`src/rtl/uart_rx_top.sv`:
```
// 8N1 UART receiver with centre sampling, last-good-byte register and
// ASCII-digit rate decode for the serial command path.
`timescale 1ns/1ps
module uart_rx_top #(
    parameter int unsigned CLK_FREQ = 100_000_000,
    parameter int unsigned BAUD     = 9600
) (
    input  logic       clk,
    input  logic       reset,
    input  logic       RX,
    output logic       owSTART,
    output logic [7:0] owData,
    output logic [1:0] oRate
);

    localparam int unsigned CLKS_PER_BIT = CLK_FREQ / BAUD;
    localparam int unsigned HALF_BIT     = CLKS_PER_BIT / 2;
    localparam int unsigned CNT_W        = (CLKS_PER_BIT > 1) ? $clog2(CLKS_PER_BIT) : 1;
    localparam logic [CNT_W-1:0] BIT_LAST  = CNT_W'(CLKS_PER_BIT - 1);
    localparam logic [CNT_W-1:0] HALF_LAST = CNT_W'(HALF_BIT - 1);

    typedef enum logic [1:0] {
        S_IDLE  = 2'd0,
        S_START = 2'd1,
        S_DATA  = 2'd2,
        S_STOP  = 2'd3
    } state_e;

    logic             rx_meta_q;
    logic             rx_sync_q;
    state_e           state_q;
    logic [CNT_W-1:0] cnt_q;
    logic [2:0]       bit_q;
    logic [7:0]       shift_q;
    logic             load_q;

    // Two-flop synchronizer; idles high so reset never looks like a start bit.
    always_ff @(posedge clk or posedge reset) begin
        if (reset) begin
            rx_meta_q <= 1'b1;
            rx_sync_q <= 1'b1;
        end else begin
            rx_meta_q <= RX;
            rx_sync_q <= rx_meta_q;
        end
    end

    always_ff @(posedge clk or posedge reset) begin
        if (reset) begin
            state_q <= S_IDLE;
            cnt_q   <= '0;
            bit_q   <= '0;
            shift_q <= '0;
            load_q  <= 1'b0;
            owSTART <= 1'b0;
            owData  <= 8'h00;
            oRate   <= 2'b00;
        end else begin
            load_q  <= 1'b0;
            owSTART <= (state_q != S_IDLE);

            // Commit one edge after a good stop bit; shift_q is stable until the next DATA phase.
            if (load_q) begin
                owData <= shift_q;
                if (shift_q >= 8'h30 && shift_q <= 8'h39) begin
                    oRate <= shift_q[1:0];
                end
            end

            case (state_q)
                S_IDLE: begin
                    cnt_q <= '0;
                    bit_q <= '0;
                    if (!rx_sync_q) begin
                        state_q <= S_START;
                    end
                end
                S_START: begin
                    if (cnt_q == HALF_LAST) begin
                        cnt_q   <= '0;
                        state_q <= rx_sync_q ? S_IDLE : S_DATA;
                    end else begin
                        cnt_q <= cnt_q + CNT_W'(1);
                    end
                end
                S_DATA: begin
                    if (cnt_q == BIT_LAST) begin
                        cnt_q   <= '0;
                        shift_q <= {rx_sync_q, shift_q[7:1]};
                        if (bit_q == 3'd7) begin
                            bit_q   <= '0;
                            state_q <= S_STOP;
                        end else begin
                            bit_q <= bit_q + 3'd1;
                        end
                    end else begin
                        cnt_q <= cnt_q + CNT_W'(1);
                    end
                end
                S_STOP: begin
                    if (cnt_q == BIT_LAST) begin
                        cnt_q   <= '0;
                        load_q  <= rx_sync_q;
                        state_q <= S_IDLE;
                    end else begin
                        cnt_q <= cnt_q + CNT_W'(1);
                    end
                end
                default: state_q <= S_IDLE;
            endcase
        end
    end

endmodule

```
`config.mk`:
```
export PLATFORM = sky130hd
export DESIGN_NAME = uart_rx_top
export DESIGN_NICKNAME = d
export VERILOG_FILES = /design/src/rtl/uart_rx_top.sv
export SDC_FILE = /design/constraint.sdc
export NUM_CORES = 1
export LEC_CHECK = 0
export CORE_UTILIZATION = 45
export CTS_CLUSTER_SIZE = 40
export DETAILED_ROUTE_END_ITERATION = 8
export PLACE_DENSITY = 0.64
export REMOVE_ABC_BUFFERS = 1
export SETUP_SLACK_MARGIN = 0.3
export SYNTH_ARGS = -nofsm -noshare
export SYNTH_HDL_FRONTEND = slang
export SYNTH_SLANG_ARGS = --single-unit
```
`constraint.sdc`:
```
create_clock -name clk -period 2.8 [get_ports clk]
set_input_delay 0.56 -clock clk [delete_from_list [all_inputs] [get_ports clk]]
set_output_delay 0.56 -clock clk [all_outputs]
set_load 0.03 [all_outputs]
```
==> results.yml, run 1 <==
outcome:
  status: "completed"
cts:
  cts_tree: "yes"
  h-tree-depth: 2
  clk_path_buf_depth: 2
  clock_latency_ns: 0.29
  cts_root_buffer: "clkbuf_8"
  clock-sinks: 41
  ctsHoldBuffers: 0
  cts_resized: 0
  cts.reportedPaths.clkPinSlew_ns: 0.07
  cts_setup_buffers: 0
  cts_made_buffers: 5
timing:
  fin_skew_ns: 0.00859
  slew_headroom_pct: 66.7
  finalCriticalPeriod_ns: 2.32
  fin_hold_ws_ns: 0.357
  rsz0062_at_grt: "false"
  finalCritPeriodShare_pct: 83.0
  setup_viol: 0
  worstMarginPinSlew_ns: 0.499
  hold_violations: 0
  slew_viol_final: 0
  fmax_ghz: 0.430
  fin_setup_tns_ns: 0
drt:
  drc: 0
  vias: 1162
  final_antenna_net_count: 0
  drt-pass1-iter-count: 4
  vias_per_cell: 5.33
  wire_per_inst_um: 13.4
  initialDrtViolationCount: 60
  wirelength_mm: 2.92
pwr:
  power.density_nw_per_um2: 539
  comb_power_share_pct: 1.3
  ir_drop_uv: 393
  p_leak_nw: 0.964
  p_sw_share_pct: 17.9
  p_int_mw: 0.952
  power.switching_mw: 0.208
  p_clk_share_pct: 47.4
  p_seq_share_pct: 51.4
global_route:
  overflow: 0
  antenna_found_initial: 0
  grt.total_usage_pct: 16.8
  grt_pass1_wl_mm: 5.38
  grt_max_degree: 42
  grt_pass1_vias: 1167
die:
  die_w_um: 66.1
  fp.dieH_um: 66.1
  fp-row-count: 22
  die-area_sq_um: 4370
  initial_core_util_pct: 48.7
  io-pin-count: 14
  fp.coreArea_sq_um: 3800
worst_setup_path:
  setup.worst_path.start_class: "flop"
  crit_path_top_delay_cell: "or4_1"
  worst-path-max-fanout: 8
  crit_chain: "ha_1 > nand4_1 > or4_1 > nor2_4 > mux2_2"
  cp_data_arrival_time_ns: 2.50
  crit_required_ns: 2.98
  end_kind: "flop"
  reg2reg_slack_ns: 0.48
  slowest_delay_ns: 0.71
  path_buf_inv: 0
  crit_family: "simple AND/OR/NAND/NOR gates"
  critPathKind: "reg2reg"
yosys:
  syn_inst: 152
  synth_cell_type_count: 37
  synth-seq-cells: 41
  synth_area_sq_um: 1850
  ys_warn_count: 0
  yosysSeqAreaShare_pct: 55.6
  syn_avg_cell_area_sq_um: 12.2
placed_design:
  io_buffers: 13
  dp.cells: 210
  dpl_cell_area_sq_um: 2020
  gp_congestion: 0.845
  dp_hpwl_mm: 2.07
run:
  max_cap_violations: 0
layout:
  stdcell_count: 218
  area_delta_synth_final_pct: 16.3
  diodes: 0
  fin_util_pct: 56.6
  drive_gt1_share_pct: 21.8
  final_area_sq_um: 2150
  nets: 175
min_path:
  min_path_type: "reg2reg"
-- registers in the layout (all words and copies together), names as in the netlist, named ones only --
signal and count:
rx_meta_q 1, cnt_q 14, bit_q 3, shift_q 8, owData 8, state_q 1
owSTART 1, oRate 2, load_q 1, rx_sync_q 1
-- stage by stage --
step	setup WS, ns	power (mW)
after detailed placement	0.475	0.623
after global routing	0.338	1.21
after floorplan	0.628	0.615
final	0.477	1.16
after global placement	0.539	0.622
after CTS	0.464	1.18
-- worst reg2reg max path, cell delays in order (launching register included) --
cell     delay [ns]
dfrtp_1        0.39
ha_1           0.25
nand4_1        0.22
or4_1          0.71
nor2_4         0.28
mux2_2         0.37
-- cell usage after synthesis --
cell type	n	area share [%]
xor2_1	1	0.47
o211ai_1	1	0.41
dfrtp_1	39	53
nand4bb_1	1	0.61
nand3_1	4	1.1
o22a_2	1	0.54
nor2_4	1	0.61
nor3b_1	1	0.41
inv_1	5	1.0
nor2b_1	2	0.68
nand2_1	5	1.0
buf_4	2	0.81
or4bb_1	2	1.2
nor4_1	1	0.34
mux2_4	1	0.81
and4_1	2	0.95
buf_6	1	0.61
a21oi_1	3	0.81
dfstp_2	2	2.8
o21ai_0	3	0.81
clkbuf_1	1	0.20
or2_4	1	0.47
xnor2_1	11	5.2
mux2_2	16	9.7
or4_1	2	0.81
nor3_1	6	1.6
or4b_2	1	0.54
nand4_1	4	1.4
ha_1	3	2.0
or2_2	2	0.68
nand3b_1	2	0.81
a22oi_4	1	1.2
nor2_1	18	3.7
or4b_1	1	0.54
a21o_2	1	0.47
or2b_2	1	0.47
a22o_1	3	1.4
-- cells in the final DEF (no fill, tap or decap), drive strengths merged, types with 2 or more instances in the layout --
master,count
o21ai,3
or2,3
inv,5
ha,3
dfrtp,39
or4,2
nand2,5
a21oi,3
clkdlybuf4s50,13
clkbuf,5
or4b,2
nand4,4
nor3,6
nand3,4
and4,2
bufinv,2
a22o,3
nand3b,2
xnor2,11
nor2b,2
or4bb,2
nor2,19
mux2,17
dfstp,2
-- worst paths after layout --
kind	start	to	cells after the start
min in group asynchronous	reset	owData[4]$_DFFE_PP0P_	3
setup reg to reg	cnt_q[0]$_DFF_PP0_	shift_q[7]$_DFFE_PP0P_	5
max in group asynchronous	reset	rx_sync_q$_DFF_PP1_	3
setup / recovery	cnt_q[0]$_DFF_PP0_	shift_q[7]$_DFFE_PP0P_	5
hold reg to reg	rx_meta_q$_DFF_PP1_	rx_sync_q$_DFF_PP1_	0
hold / removal	rx_meta_q$_DFF_PP1_	rx_sync_q$_DFF_PP1_	0
-- cell families (layout without fill, tap and decap cells) --
family,count (synthesis),in the layout,synth area share (%)
flip-flops,41,41,55.6
buffers and inverters,9,27,2.64
AND/OR/NAND/NOR,57,57,17.9
multiplexers,17,17,10.6
XOR/XNOR,12,12,5.68
AO/OA/AOI/OAI,13,13,5.62
adder cells (fa/ha/maj),3,3,2.03
-- layout make-up --
type,count,area [sq um]
sequential,41,1030
fill,325,1650
timing repair buffer,14,138
clock buffer,5,68.8
multi-input combinational,102,772
inverter,5,18.8
tap,48,60.1
clock inverter,3,65.1
-- power by group through the flow --
stage	Clock (mW)	Combinational, mW	Sequential, mW
after floorplan	0	0.00869	0.607
after global placement	0	0.0154	0.607
after detailed placement	0	0.0157	0.607
after CTS	0.573	0.0157	0.595
after global routing	0.595	0.0178	0.596
final	0.549	0.0146	0.596
-- per-layer routing --
metal  wire, um  share of wire [%]  global-route usage (%)
met1       1360                 47                    20.7
met2       1390                 48                    26.9
met3        109                3.7                    5.17
met4         63                2.2                    7.18
met5          0                  0                       0
Note: power is estimated with default switching activity, not from simulation.
==> run 2: changes to the inputs <==
- clock period: 2.8 -> 2.3 ns (I/O delays scaled with it)
==> run 2 against run 1 <==
Effect of this change: register-to-register slack got worse by 0.31 ns; via count rose by 7.1%; critical path depth is 1 lower; utilization increased by 3.9 points; wire length is 20% higher; non-clock buffer count up 15; clock skew fell by 0.0034 ns; critical endpoint is now shift_q[4]$_DFFE_PP0P_; largest cell class unchanged; largest power group unchanged.
==> results.yml, run 2 (same netlist as run 1, synthesis figures left out) <==
placed_design:
  io_buffers: 13
  gp_congestion: 0.800
  dp_hpwl_mm: 2.32
cts:
  ctsHoldBuffers: 0
  clk_path_buf_depth: 2
  cts.reportedPaths.clkPinSlew_ns: 0.08
  cts_tree: "yes"
  clock_latency_ns: 0.29
  clock-sinks: 41
  h-tree-depth: 2
  cts_root_buffer: "clkbuf_8"
  cts_made_buffers: 5
global_route:
  antenna_found_initial: 0
  overflow: 0
  grt_pass1_vias: 1288
  grt.total_usage_pct: 19.3
  grt_pass1_wl_mm: 6.10
  grt_max_degree: 42
layout:
  reg.largest.list: "cnt_q: 14 flops, owData: 8 flops, shift_q: 8 flops"
  nets: 190
  drive_gt1_share_pct: 30.3
  top_register: "cnt_q"
  final_common_cell: "dfrtp_1"
  fill_cells: 299
  diodes: 0
  largest_reg_flops: 14
  final_cell_mix: "39 x dfrtp_1, 18 x nor2_1, 15 x mux2_2"
  area_delta_synth_final_pct: 24.3
drt:
  final_antenna_net_count: 0
  drc: 0
  wire_per_inst_um: 15.1
  vias_per_cell: 5.34
  vias: 1244
  drt-pass1-iter-count: 4
  initialDrtViolationCount: 29
  wirelength_mm: 3.52
worst_setup_path:
  rr_startpoint: "cnt_q[9]$_DFF_PP0_"
  critPathKind: "reg2reg"
  reg2reg_slack_ns: 0.17
  worst-path-max-fanout: 7
  rr_endpoint: "shift_q[4]$_DFFE_PP0P_"
  cp-endpoint: "shift_q[4]$_DFFE_PP0P_"
  worstRegToRegCells: 4
  setup.worst_path.start_class: "flop"
  cp_data_arrival_time_ns: 2.31
  end_kind: "flop"
  crit_required_ns: 2.48
  critPathLaunch: "cnt_q[9]$_DFF_PP0_"
die:
  initial_core_util_pct: 48.7
  fp.dieH_um: 66.1
  fp.coreArea_sq_um: 3800
  io-pin-count: 14
  die-area_sq_um: 4370
  fp-row-count: 22
  die_w_um: 66.1
run:
  max_cap_violations: 0
pwr:
  p_leak_nw: 1.04
  p_clk_share_pct: 44.4
  p_seq_share_pct: 54.2
  power_mw: 1.34
  p_sw_share_pct: 19.2
  comb_power_share_pct: 1.4
  power.density_nw_per_um2: 582
  p_int_mw: 1.08
  power.switching_mw: 0.256
  ir_drop_uv: 329
timing:
  rsz0062_at_grt: "true"
  slew_headroom_pct: 65.3
  hold_violations: 0
  fin_hold_ws_ns: 0.357
  fin_skew_ns: 0.00518
  fmax_ghz: 0.469
  slew_viol_final: 0
  worstMarginPinSlew_ns: 0.520
  setup_viol: 0
  fin_setup_tns_ns: 0
  finalCriticalPeriod_ns: 2.13
  finalCritPeriodShare_pct: 92.7
min_path:
  min_path_type: "reg2reg"
outcome:
  status: "completed"
run 2: cell count changes in the layout (fill, tap and decap cells not counted), sizes merged:
cell and delta:
buf +15, bufinv -1, clkbuf +2, clkinv -1
run 2: how the worst min path moves through the flow:
stage,startpoint,end,slack (ns),cells after the start
after floorplan,rx_meta_q$_DFF_PP1_,rx_sync_q$_DFF_PP1_,0.35,0
after global placement,rx_meta_q$_DFF_PP1_,rx_sync_q$_DFF_PP1_,0.35,0
after detailed placement,rx_meta_q$_DFF_PP1_,rx_sync_q$_DFF_PP1_,0.35,0
after global routing,rx_meta_q$_DFF_PP1_,rx_sync_q$_DFF_PP1_,0.36,0
final,rx_meta_q$_DFF_PP1_,rx_sync_q$_DFF_PP1_,0.36,0
after CTS,rx_meta_q$_DFF_PP1_,rx_sync_q$_DFF_PP1_,0.36,0
run 2: metrics by stage:
stage / std cells / worst slack (ns) / utilization (%) / area, sq um
after floorplan: 148 / 0.128 / - / 1820
after global placement: 217 / 0.119 / 54.5 / 2070
after detailed placement: 217 / 0.0720 / 54.5 / 2070
after CTS: 230 / 0.186 / 59.3 / 2250
after global routing: 233 / 0.118 / 60.5 / 2300
final: 233 / 0.168 / 60.5 / 2300
run 2: cell type report:
type                            instances  area (sq um)  area share [%]
Sequential cell                        41          1030            44.7
Timing Repair Buffer                   29           270            11.8
Multi-Input combinational cell        102           805            35.0
Inverter                                5          18.8           0.817
Clock inverter                          1          30.0            1.31
Clock buffer                            7          86.3            3.76
Tap cell                               48          60.1            2.61
run 2: power groups by stage:
stage,Clock [mW],Sequential [mW],Combinational [mW]
6_report,0.594,0.725,0.0182
5_1_grt,0.645,0.725,0.0218
4_1_cts,0.613,0.725,0.0194
3_5_place_dp,0,0.739,0.0194
3_3_place_gp,0,0.739,0.0188
2_1_floorplan,0,0.738,0.0106
run 2: what timing repair did:
action,in CTS,in global routing
endpoints found under the setup margin,28,26
setup buffers,5,3
gates resized for setup,4,6
pin swaps,1,3
run 2: per-layer routing:
metal	track usage, %	wire, um	vias to the layer above
li1	-	-	597
met1	22.5	1530	624
met2	33.5	1840	15
met3	4.14	84	8
met4	8.78	73	0
met5	0	0	-
run 2: worst max-delay path, cell delays in order (launching register included):
cell     delay (ns)
dfrtp_1        0.39
or4b_4         0.54
or4_4          0.49
nor2_4         0.23
mux2_2         0.38
